File: config.mk
export PLATFORM = sky130hd
export DESIGN_NAME = prog_loader_flat
export DESIGN_NICKNAME = d
export VERILOG_FILES = /design/src/rtl/prog_loader_if.sv /design/src/rtl/prog_loader.sv /design/src/flat_wrapper.sv
export SDC_FILE = /design/constraint.sdc
export NUM_CORES = 1
export LEC_CHECK = 0
export CAP_MARGIN = 40
export CORE_MARGIN = 5
export CORE_UTILIZATION = 54
export DETAILED_ROUTE_END_ITERATION = 8
export PLACE_DENSITY = 0.78
export SKIP_CTS_REPAIR_TIMING = 1
export SYNTH_ARGS = -nofsm -noshare
export SYNTH_HDL_FRONTEND = slang
export SYNTH_SLANG_ARGS = --single-unit
File: constraint.sdc
create_clock -name clk_i -period 2.3 [get_ports clk_i]
set_input_delay 0.23 -clock clk_i [delete_from_list [all_inputs] [get_ports clk_i]]
set_output_delay 0.23 -clock clk_i [all_outputs]
set_load 0.01 [all_outputs]
File: src/rtl/prog_loader_if.sv
// Byte-stream, program-memory write and echo signals of the program loader.
// The loader is the slave: it consumes rx bytes and drives the write port and the echo.
interface prog_loader_if #(
    parameter int unsigned ROM_DEPTH = 16
);
    localparam int unsigned AW = (ROM_DEPTH > 1) ? $clog2(ROM_DEPTH) : 1;

    logic [7:0]    rx_data;
    logic          rx_valid;
    logic          rx_ready;
    logic          wr_en;
    logic [AW-1:0] wr_addr;
    logic [7:0]    wr_data;
    logic [7:0]    tx_data;
    logic          tx_valid;
    logic          tx_ready;

    modport slave (
        input  rx_data, rx_valid, tx_ready,
        output rx_ready, wr_en, wr_addr, wr_data, tx_data, tx_valid
    );

    modport master (
        output rx_data, rx_valid, tx_ready,
        input  rx_ready, wr_en, wr_addr, wr_data, tx_data, tx_valid
    );
endinterface

File: src/rtl/prog_loader.sv
// Serial program writer: sync byte, ROM_DEPTH instruction bytes, mod-256 checksum.
// Define LOADER_ECHO_EN to echo every load/check byte back on the tx side.
module prog_loader #(
    parameter int unsigned ROM_DEPTH      = 16,
    parameter logic [7:0]  SYNC_BYTE      = 8'hA5,
    parameter int unsigned TIMEOUT_CYCLES = 1000000
) (
    input  logic          clk_i,
    input  logic          rst_i,
    prog_loader_if.slave  bus,
    output logic          cpu_hold_o,
    output logic          load_ok_o,
    output logic          load_err_o
);
    localparam int unsigned AW = (ROM_DEPTH > 1) ? $clog2(ROM_DEPTH) : 1;
    localparam int unsigned TW = (TIMEOUT_CYCLES > 1) ? $clog2(TIMEOUT_CYCLES) : 1;
    localparam logic [TW-1:0] TmoLast  = TW'(TIMEOUT_CYCLES - 1);
    localparam logic [AW-1:0] IdxLast  = AW'(ROM_DEPTH - 1);

`ifdef LOADER_ECHO_EN
    localparam bit EchoEn = 1'b1;
`else
    localparam bit EchoEn = 1'b0;
`endif

    localparam logic [1:0] StIdle  = 2'd0;
    localparam logic [1:0] StLoad  = 2'd1;
    localparam logic [1:0] StCheck = 2'd2;

    logic [1:0]    state_q, state_d;
    logic [AW-1:0] idx_q, idx_d;
    logic [7:0]    sum_q, sum_d;
    logic [TW-1:0] tmo_q, tmo_d;
    logic          wr_en_q, wr_en_d;
    logic [AW-1:0] wr_addr_q, wr_addr_d;
    logic [7:0]    wr_data_q, wr_data_d;
    logic          hold_q, hold_d;
    logic          ok_q, ok_d;
    logic          err_q, err_d;
    logic          tx_valid_q, tx_valid_d;
    logic [7:0]    tx_data_q, tx_data_d;
    logic          echo_pending;
    logic          rx_ready;
    logic          accept;

    assign echo_pending = EchoEn && tx_valid_q;
    assign rx_ready     = !echo_pending;
    assign accept       = bus.rx_valid && rx_ready;

    always_comb begin
        state_d    = state_q;
        idx_d      = idx_q;
        sum_d      = sum_q;
        tmo_d      = tmo_q;
        wr_en_d    = 1'b0;
        wr_addr_d  = wr_addr_q;
        wr_data_d  = wr_data_q;
        hold_d     = hold_q;
        ok_d       = ok_q;
        err_d      = err_q;
        tx_valid_d = tx_valid_q;
        tx_data_d  = tx_data_q;

        if (echo_pending && bus.tx_ready) begin
            tx_valid_d = 1'b0;
        end

        case (state_q)
            StIdle: begin
                if (accept && bus.rx_data == SYNC_BYTE) begin
                    state_d = StLoad;
                    hold_d  = 1'b1;
                    ok_d    = 1'b0;
                    err_d   = 1'b0;
                    idx_d   = '0;
                    sum_d   = '0;
                    tmo_d   = '0;
                end
            end
            StLoad: begin
                if (accept) begin
                    wr_en_d   = 1'b1;
                    wr_addr_d = idx_q;
                    wr_data_d = bus.rx_data;
                    sum_d     = sum_q + bus.rx_data;
                    tmo_d     = '0;
                    if (idx_q == IdxLast) begin
                        idx_d   = '0;
                        state_d = StCheck;
                    end else begin
                        idx_d = idx_q + 1'b1;
                    end
                end
            end
            StCheck: begin
                if (accept) begin
                    tmo_d   = '0;
                    state_d = StIdle;
                    if (bus.rx_data == sum_q) begin
                        ok_d   = 1'b1;
                        hold_d = 1'b0;
                    end else begin
                        err_d = 1'b1;
                    end
                end
            end
            default: state_d = StIdle;
        endcase

        // Idle time inside a load; an outstanding echo is the loader's own stall, not idle.
        if ((state_q == StLoad || state_q == StCheck) && !accept && !echo_pending) begin
            if (tmo_q == TmoLast) begin
                state_d = StIdle;
                err_d   = 1'b1;
            end else begin
                tmo_d = tmo_q + 1'b1;
            end
        end

        if (EchoEn && accept && state_q != StIdle) begin
            tx_valid_d = 1'b1;
            tx_data_d  = bus.rx_data;
        end
    end

    always_ff @(posedge clk_i) begin
        if (rst_i) begin
            state_q    <= StIdle;
            idx_q      <= '0;
            sum_q      <= '0;
            tmo_q      <= '0;
            wr_en_q    <= 1'b0;
            wr_addr_q  <= '0;
            wr_data_q  <= '0;
            hold_q     <= 1'b0;
            ok_q       <= 1'b0;
            err_q      <= 1'b0;
            tx_valid_q <= 1'b0;
            tx_data_q  <= '0;
        end else begin
            state_q    <= state_d;
            idx_q      <= idx_d;
            sum_q      <= sum_d;
            tmo_q      <= tmo_d;
            wr_en_q    <= wr_en_d;
            wr_addr_q  <= wr_addr_d;
            wr_data_q  <= wr_data_d;
            hold_q     <= hold_d;
            ok_q       <= ok_d;
            err_q      <= err_d;
            tx_valid_q <= tx_valid_d;
            tx_data_q  <= tx_data_d;
        end
    end

    assign bus.rx_ready = rx_ready;
    assign bus.wr_en    = wr_en_q;
    assign bus.wr_addr  = wr_addr_q;
    assign bus.wr_data  = wr_data_q;
    assign bus.tx_valid = tx_valid_q;
    assign bus.tx_data  = tx_data_q;
    assign cpu_hold_o   = hold_q;
    assign load_ok_o    = ok_q;
    assign load_err_o   = err_q;
endmodule

File: src/flat_wrapper.sv
// flat-port wrapper written by rule: the top's interface ports become plain ports
module prog_loader_flat 
#(
    parameter int unsigned ROM_DEPTH      = 16,
    parameter logic [7:0]  SYNC_BYTE      = 8'hA5,
    parameter int unsigned TIMEOUT_CYCLES = 1000000
)
  (clk_i, rst_i, cpu_hold_o, load_ok_o, load_err_o, bus_rx_data, bus_rx_valid, bus_tx_ready, bus_rx_ready, bus_wr_en, bus_wr_addr, bus_wr_data, bus_tx_data, bus_tx_valid);
  prog_loader_if #(.ROM_DEPTH(ROM_DEPTH)) bus_i ();
  input  logic clk_i;
  input  logic rst_i;
  output logic cpu_hold_o;
  output logic load_ok_o;
  output logic load_err_o;
  input wire logic [$bits(bus_i.rx_data)-1:0] bus_rx_data;
  input wire logic [$bits(bus_i.rx_valid)-1:0] bus_rx_valid;
  input wire logic [$bits(bus_i.tx_ready)-1:0] bus_tx_ready;
  output wire logic [$bits(bus_i.rx_ready)-1:0] bus_rx_ready;
  output wire logic [$bits(bus_i.wr_en)-1:0] bus_wr_en;
  output wire logic [$bits(bus_i.wr_addr)-1:0] bus_wr_addr;
  output wire logic [$bits(bus_i.wr_data)-1:0] bus_wr_data;
  output wire logic [$bits(bus_i.tx_data)-1:0] bus_tx_data;
  output wire logic [$bits(bus_i.tx_valid)-1:0] bus_tx_valid;
  assign bus_i.rx_data = bus_rx_data;
  assign bus_i.rx_valid = bus_rx_valid;
  assign bus_i.tx_ready = bus_tx_ready;
  assign bus_rx_ready = bus_i.rx_ready;
  assign bus_wr_en = bus_i.wr_en;
  assign bus_wr_addr = bus_i.wr_addr;
  assign bus_wr_data = bus_i.wr_data;
  assign bus_tx_data = bus_i.tx_data;
  assign bus_tx_valid = bus_i.tx_valid;
  prog_loader #(.ROM_DEPTH(ROM_DEPTH), .SYNC_BYTE(SYNC_BYTE), .TIMEOUT_CYCLES(TIMEOUT_CYCLES)) u_core (.clk_i(clk_i), .rst_i(rst_i), .bus(bus_i), .cpu_hold_o(cpu_hold_o), .load_ok_o(load_ok_o), .load_err_o(load_err_o));
endmodule
==> out/qor.yml, run 1 <==
synth_area_leader_cell: "dfxtp_1"
placementRows: 25
synth_area_leaders: "dfxtp_1 (38%), nand2_1 (6.6%), a21oi_1 (6.2%)"
synth_area_per_cell_um2: 8.25
cts_buffers: 5
diodes: 0
die_w_um: 80.1
ff2ff_path_depth: 6
hold_path_depth: 2
hpwl_mm: 4.38
hold_viol: 0
worstPathArrival_ns: 2.36
reg2reg_slack_ns: 0.14
min_period_ns: 2.16
port_buffers: 26
wl_mm: 5.83
p_sw_frac: 0.213
status: "completed"
start_util: 0.559
ios: 38
die_area_um2: 6420
drive_gt1_frac: 0.0874
coreArea_um2: 4750
worstPathRequired_ns: 2.50
setup_violations: 0
async_reset_ff_frac: 0
intPower_mw: 1.23
finalClockSkew_ns: 0.00292
ys_ff_latch: 50
firstDrtPassIters: 4
pwr-share-seq: 0.552
pwr-share-comb: 0.061
num_vias: 2380
cp-start-kind: "flop"
grt_setup_unrepaired: "false"
p_leak_nw: 1.21
worstSetupPathType: "flop to flop"
clock_path_buffers: 2
gp_congestion: 0.929
hold_path.class: "flop to flop"
synthesis.area_um2: 2660
grt_start_max_net_pins: 28
yosysMostFrequentCell: "dfxtp_1"
finalPower_mw: 1.57
rr_endpoint: "u_core.tmo_q[1]"
die_h_um: 80.1
cp-end-kind: "flop"
clkSlewWorstSetupHoldPaths_ns: 0.09
ant_nets: 0
yosys_most_used_dff: "dfxtp_1"
max_cap_viol_count: 0
clkPwrFrac: 0.386
ir_worst_vdd_v: 0.000317
yosys.area.top_type_share: 0.377
area_growth_pct: 20.3
worstHoldStart: "u_core.bus.wr_addr[1]"
synth-warning-count: 0
cts_max_level: 2
grt_pass1_wl_mm: 9.97
seq_area_frac_synth: 0.377
first_global_vias: 2243
root_buffer: "clkbuf_8"
overflow: 0
crit_path_max_fanout: 7
vias_per_cell: 5.50
powerDensity_nw_per_um2: 490
reg2reg_from: "u_core.tmo_q[10]"
cts_tree: "built"
first_iter_violations: 120
switching_power_uw: 334
ys_types: 49
grt_usage: 0.194
final_nets: 391
wl_per_cell_um: 13.5
whs_endpoint: "u_core.bus.wr_addr[1]"
clock_sinks: 50
period_share: 0.939
drc: 0
max_freq_mhz: 463
synth_enable_flop_cells: 0
finalMaxSlewViolations: 0
clkLatencyLatePin_ns: 0.30
fin_setup_tns_ns: 0
synth_common_cells: "dfxtp_1 (50), nand2_1 (47), a21oi_1 (33)"
antenna_found_initial: 0
synth_cells: 322
[stage by stage]
stage / utilization / hold slack (ns) / cells / area, um2 / setup WS, ns
after global routing: 0.672 / 0.478 / 433 / 3200 / 0.0124
after floorplan: - / 0.366 / 330 / 2690 / 0.277
after detailed placement: 0.650 / 0.446 / 425 / 3090 / 0.0159
final: 0.672 / 0.455 / 433 / 3200 / 0.140
after CTS: 0.672 / 0.458 / 433 / 3200 / 0.132
after global placement: 0.650 / 0.442 / 425 / 3090 / 0.0742
[worst max-delay path: stages (launching register included)]
cell and delay, ns:
dfxtp_1 0.35, or4_1 0.50, or4_1 0.55, buf_4 0.19, o21ai_4 0.20, mux2i_1 0.21
nor2_1 0.05
[kinds of logic after synthesis]
kind of cell    share of synthesized area
fa+ha+maj                          0.0688
compound gates                      0.160
flops                               0.377
mux                               0.00754
other cells                       0.00283
buf+inv                            0.0612
xor+xnor                           0.0692
simple gates                        0.253
[cell usage in the layout, fill, tap and decap left out, types with 5 or more instances in the layout]
cell | netlist | final
dfxtp_1 | 50 | 50
nand2_1 | 47 | 47
a21oi_1 | 33 | 33
clkdlybuf4s50_1 | 0 | 26
nor2_1 | 24 | 24
buf_4 | 10 | 22
xor2_1 | 18 | 18
nand3_1 | 14 | 14
ha_1 | 13 | 13
inv_1 | 10 | 10
o21ai_0 | 10 | 10
conb_1 | 2 | 10
nor3_1 | 7 | 7
nor4_1 | 6 | 6
o2111ai_1 | 6 | 6
clkbuf_8 | 0 | 5
[registers in the layout (all words and copies together) (netlist names)]
register / count
u_core.bus.wr_addr: 4
u_core.idx_q: 4
u_core.bus.wr_en: 1
u_core.load_ok_o: 1
u_core.sum_q: 8
u_core.tmo_q: 20
u_core.state_q: 2
u_core.cpu_hold_o: 1
u_core.bus.wr_data: 8
u_core.load_err_o: 1
[worst max path at each step]
stage | startpoint | to | slack, ns | depth (start not counted)
after global placement | bus_rx_data[1] | u_core.load_ok_o | 0.07 | 7
after global routing | u_core.tmo_q[10] | u_core.tmo_q[15] | 0.01 | 6
after detailed placement | bus_rx_data[1] | u_core.sum_q[7] | 0.02 | 7
final | u_core.tmo_q[10] | u_core.tmo_q[1] | 0.14 | 6
after CTS | u_core.tmo_q[10] | u_core.tmo_q[1] | 0.13 | 6
after floorplan | u_core.tmo_q[6] | u_core.tmo_q[1] | 0.28 | 6
[final cells by class]
cell class                 count  area [um2]
timing repair buffer          49         445
multi-input combinational    249        1520
tap                           67        83.8
fill                         437        1560
inverter                      10        37.5
sequential                    50        1000
clock inverter                 1        30.0
clock buffer                   7        76.3
[power groups by stage]
stage	Combinational (mW)	Sequential [mW]	Clock, mW
detailed placement	0.0933	0.886	0
global placement	0.0925	0.886	0
CTS	0.0947	0.865	0.623
finish	0.0960	0.865	0.605
floorplan	0.0576	0.886	0
global route	0.104	0.865	0.653
[layer usage]
metal,GRT usage,part of all wire,vias up
met2,0.309,0.45,64
met5,0,0,-
met4,0.0693,0.013,0
met3,0.0336,0.054,7
met1,0.262,0.48,1100
li1,-,-,1209
(Power assumes the default switching activity.)
==> inputs of run 2 (changes only) <==
--- a/config.mk
+++ b/config.mk
@@ -6,7 +6,6 @@
 export NUM_CORES = 1
 export LEC_CHECK = 0
 export CAP_MARGIN = 40
-export CORE_MARGIN = 5
 export CORE_UTILIZATION = 54
 export DETAILED_ROUTE_END_ITERATION = 8
 export PLACE_DENSITY = 0.78
==> out/qor.yml, run 2 (synthesis gave the netlist of run 1 again) <==
status: "completed"
cts_tree: "built"
grt_usage: 0.233
placementRows: 25
min_period_ns: 2.16
grt_setup_unrepaired: "false"
cts_buffers: 5
cp-start-kind: "flop"
antenna_found_initial: 0
cts_max_level: 2
ir_worst_vdd_v: 0.000311
overflow: 0
wl_per_cell_um: 13.3
num_vias: 2411
area_growth_pct: 19.8
drc: 0
clock_sinks: 50
hold_viol: 0
first_iter_violations: 184
crit_path_max_fanout: 10
gp_congestion: 0.981
firstDrtPassIters: 5
port_buffers: 26
clkLatencyLatePin_ns: 0.30
layout_common_cells: "dfxtp_1 (50), nand2_1 (47), a21oi_1 (33)"
diodes: 0
start_util: 0.562
wl_mm: 5.75
final_nets: 389
ios: 38
largest_reg_flops: 20
hold_path.class: "flop to flop"
setup_violations: 0
ant_nets: 0
vias_per_cell: 5.59
period_share: 0.940
die_w_um: 72.1
grt_start_max_net_pins: 20
fin_setup_tns_ns: 0
regMostFlops: "u_core.tmo_q"
worstPathArrival_ns: 2.36
placed_cells: 423
stdcell_count: 431
clock_path_buffers: 2
worstPathRequired_ns: 2.50
p_leak_nw: 1.20
coreArea_um2: 4720
cp-end-kind: "flop"
first_global_vias: 2107
max_freq_mhz: 463
finalClockSkew_ns: 0.00383
worstSetupPathType: "flop to flop"
clkSlewWorstSetupHoldPaths_ns: 0.09
die_area_um2: 5200
finalMaxSlewViolations: 0
fillerInstances: 395
grt_pass1_wl_mm: 9.60
mostFrequentLayoutCell: "dfxtp_1"
hpwl_mm: 4.28
max_cap_viol_count: 0
finalPower_mw: 1.57
die_h_um: 72.1
root_buffer: "clkbuf_8"
powerDensity_nw_per_um2: 493
drive_gt1_frac: 0.0824
-- run 2: cell type report --
cell class | instances | area, um2 | area share
clock inverter | 1 | 30.0 | 0.00944
clock buffer | 7 | 76.3 | 0.0240
sequential | 50 | 1000 | 0.315
inverter | 10 | 37.5 | 0.0118
timing repair buffer | 47 | 430 | 0.135
tap | 67 | 83.8 | 0.0263
multi-input combinational | 249 | 1520 | 0.479
-- run 2: through the flow --
stage               hold slack [ns]  setup slack (ns)  utilization  instance area [um2]
floorplan                     0.366             0.277            -                 2690
global placement              0.444            0.0747        0.651                 3080
detailed placement            0.447            0.0226        0.651                 3080
CTS                           0.459             0.136        0.674                 3180
global route                  0.479            0.0272        0.674                 3180
finish                        0.457             0.139        0.674                 3180
-- run 2: worst paths after layout --
kind	start	endpoint	slack (ns)	cells after the start
max	u_core.tmo_q[10]	u_core.tmo_q[5]	0.14	6
min	u_core.sum_q[3]	u_core.sum_q[3]	0.46	2
max reg2reg	u_core.tmo_q[10]	u_core.tmo_q[5]	0.14	6
min reg2reg	u_core.sum_q[3]	u_core.sum_q[3]	0.46	2
-- run 2: critical path, stage by stage, from the launching register on --
cell       delay [ns]
dfxtp_1          0.35
or4_1            0.52
or4_1            0.52
buf_4            0.20
o2111ai_1        0.23
xor2_1           0.19
nor2_1           0.06
-- run 2: power by group --
part,switching [mW],leakage [nW],internal [mW],total [mW]
logic,0.0540,0.743,0.0413,0.0953
registers,0.000169,0.402,0.865,0.865
clock network,0.283,0.0524,0.326,0.609
total,0.337,1.20,1.23,1.57
-- run 2: routing by layer --
| metal | wire, um | GRT usage | vias to the layer above |
|---|---|---|---|
| met5 | 0 | 0 | - |
| met4 | 82 | 0.0741 | 0 |
| met3 | 309 | 0.0403 | 9 |
| met2 | 2610 | 0.359 | 76 |
| met1 | 2750 | 0.332 | 1121 |
| li1 | - | - | 1205 |
==> inputs of run 3 (changes only) <==
--- a/config.mk
+++ b/config.mk
@@ -7,8 +7,10 @@
 export LEC_CHECK = 0
 export CAP_MARGIN = 40
 export CORE_UTILIZATION = 54
+export CTS_CLUSTER_DIAMETER = 150
 export DETAILED_ROUTE_END_ITERATION = 8
 export PLACE_DENSITY = 0.78
+export SETUP_SLACK_MARGIN = 0.3
 export SKIP_CTS_REPAIR_TIMING = 1
 export SYNTH_ARGS = -nofsm -noshare
 export SYNTH_HDL_FRONTEND = slang
==> out/qor.yml, run 3 (synthesis gave the netlist of run 1 again) <==
largest_reg_flops: 20
wl_mm: 5.96
finalClockSkew_ns: 0.00841
clock_path_buffers: 2
grt_setup_unrepaired: "true"
max_cap_viol_count: 0
gp_congestion: 0.917
p_leak_nw: 1.24
critical_path_buf_inv_count: 1
die_area_um2: 5200
regArea_um2: 1010
drc: 0
grt_start_max_net_pins: 20
clkLatencyLatePin_ns: 0.30
crit_path_max_fanout: 5
worstPathArrival_ns: 2.34
layout_common_cells: "nand2_1 (47), dfxtp_1 (45), a21oi_1 (30)"
max_stage_delay_ns: 0.56
firstDrtPassIters: 4
hold-worst-slack_ns: 0.456
dpl_cell_area_um2: 3070
preCtsSetupSlack_ns: 0.0164
grt_usage: 0.245
antenna_found_initial: 0
overflow: 0
cp_slowest_cell: "or4_4"
worstPathRequired_ns: 2.50
powerDensity_nw_per_um2: 443
ios: 38
mostFrequentLayoutCell: "nand2_1"
cts_tree: "built"
min_period_ns: 2.13
hpwl_mm: 4.20
ir_worst_vdd_v: 0.000234
stdcell_count: 436
final_nets: 395
clock_sinks: 50
utilization: 0.693
root_buffer: "clkbuf_8"
finalPower_mw: 1.45
cts_buffers: 5
setup_ws_ns: 0.167
first_iter_violations: 184
wl_per_cell_um: 13.7
num_vias: 2386
final_area_um2: 3270
cts_max_level: 2
fin_setup_tns_ns: 0
first_global_vias: 2151
period_share: 0.927
multi_input_area_um2: 1580
die_h_um: 72.1
grt_pass1_wl_mm: 9.98
start_util: 0.562
cp_top_family: "simple AND/OR/NAND/NOR gates"
vias_per_cell: 5.47
coreArea_um2: 4720
worstSetupPathType: "flop to flop"
hold_path.class: "flop to flop"
cp-end-kind: "flop"
die_w_um: 72.1
crit_chain: "or4b_1, or4_4, buf_6, o21ai_4, mux2i_1, nor2_1"
status: "completed"
port_buffers: 26
diodes: 0
clkSlewWorstSetupHoldPaths_ns: 0.09
placementRows: 25
regMostFlops: "u_core.tmo_q"
area_growth_pct: 23.2
placed_cells: 422
hold_viol: 0
setup_violations: 0
max_freq_mhz: 469
finalMaxSlewViolations: 0
drive_gt1_frac: 0.141
fillerInstances: 392
cp-start-kind: "flop"
ant_nets: 0
==> run 3: changes by cell type in the layout (fill, tap and decap cells not counted), sizes merged <==
cell and delta:
buf +6, bufinv -1, clkbuf -1, clkinvlp +1
==> run 3: final timing paths <==
kind / from / to / slack, ns / cells past startpoint
setup / recovery: u_core.tmo_q[12] / u_core.tmo_q[1] / 0.17 / 6
hold / removal: u_core.bus.wr_addr[2] / u_core.bus.wr_addr[2] / 0.46 / 2
setup reg to reg: u_core.tmo_q[12] / u_core.tmo_q[1] / 0.17 / 6
hold reg to reg: u_core.bus.wr_addr[2] / u_core.bus.wr_addr[2] / 0.46 / 2
==> run 3: tightest hold or removal path: stages (launching register included) <==
cell	delay, ns
dfxtp_1	0.31
nand2_1	0.05
a21oi_1	0.05
==> run 3: layout make-up <==
cell class,count,area share
tap,67,0.0256
multi-input combinational,249,0.484
inverter,10,0.0115
clock inverter,1,0.00229
clock buffer,6,0.0222
sequential,50,0.308
timing repair buffer,53,0.146
==> run 3: where the power goes <==
group          switching (mW)  internal (mW)  total, mW  leakage, nW
registers            0.000160          0.864      0.864        0.405
clock network           0.279          0.209      0.488       0.0373
logic                  0.0552         0.0424     0.0977        0.796
total                   0.334           1.12       1.45         1.24
==> run 3: routing by layer <==
layer | track usage | wire [um]
met1 | 0.348 | 2900
met2 | 0.372 | 2740
met3 | 0.0486 | 239
met4 | 0.0806 | 71
met5 | 0 | 0
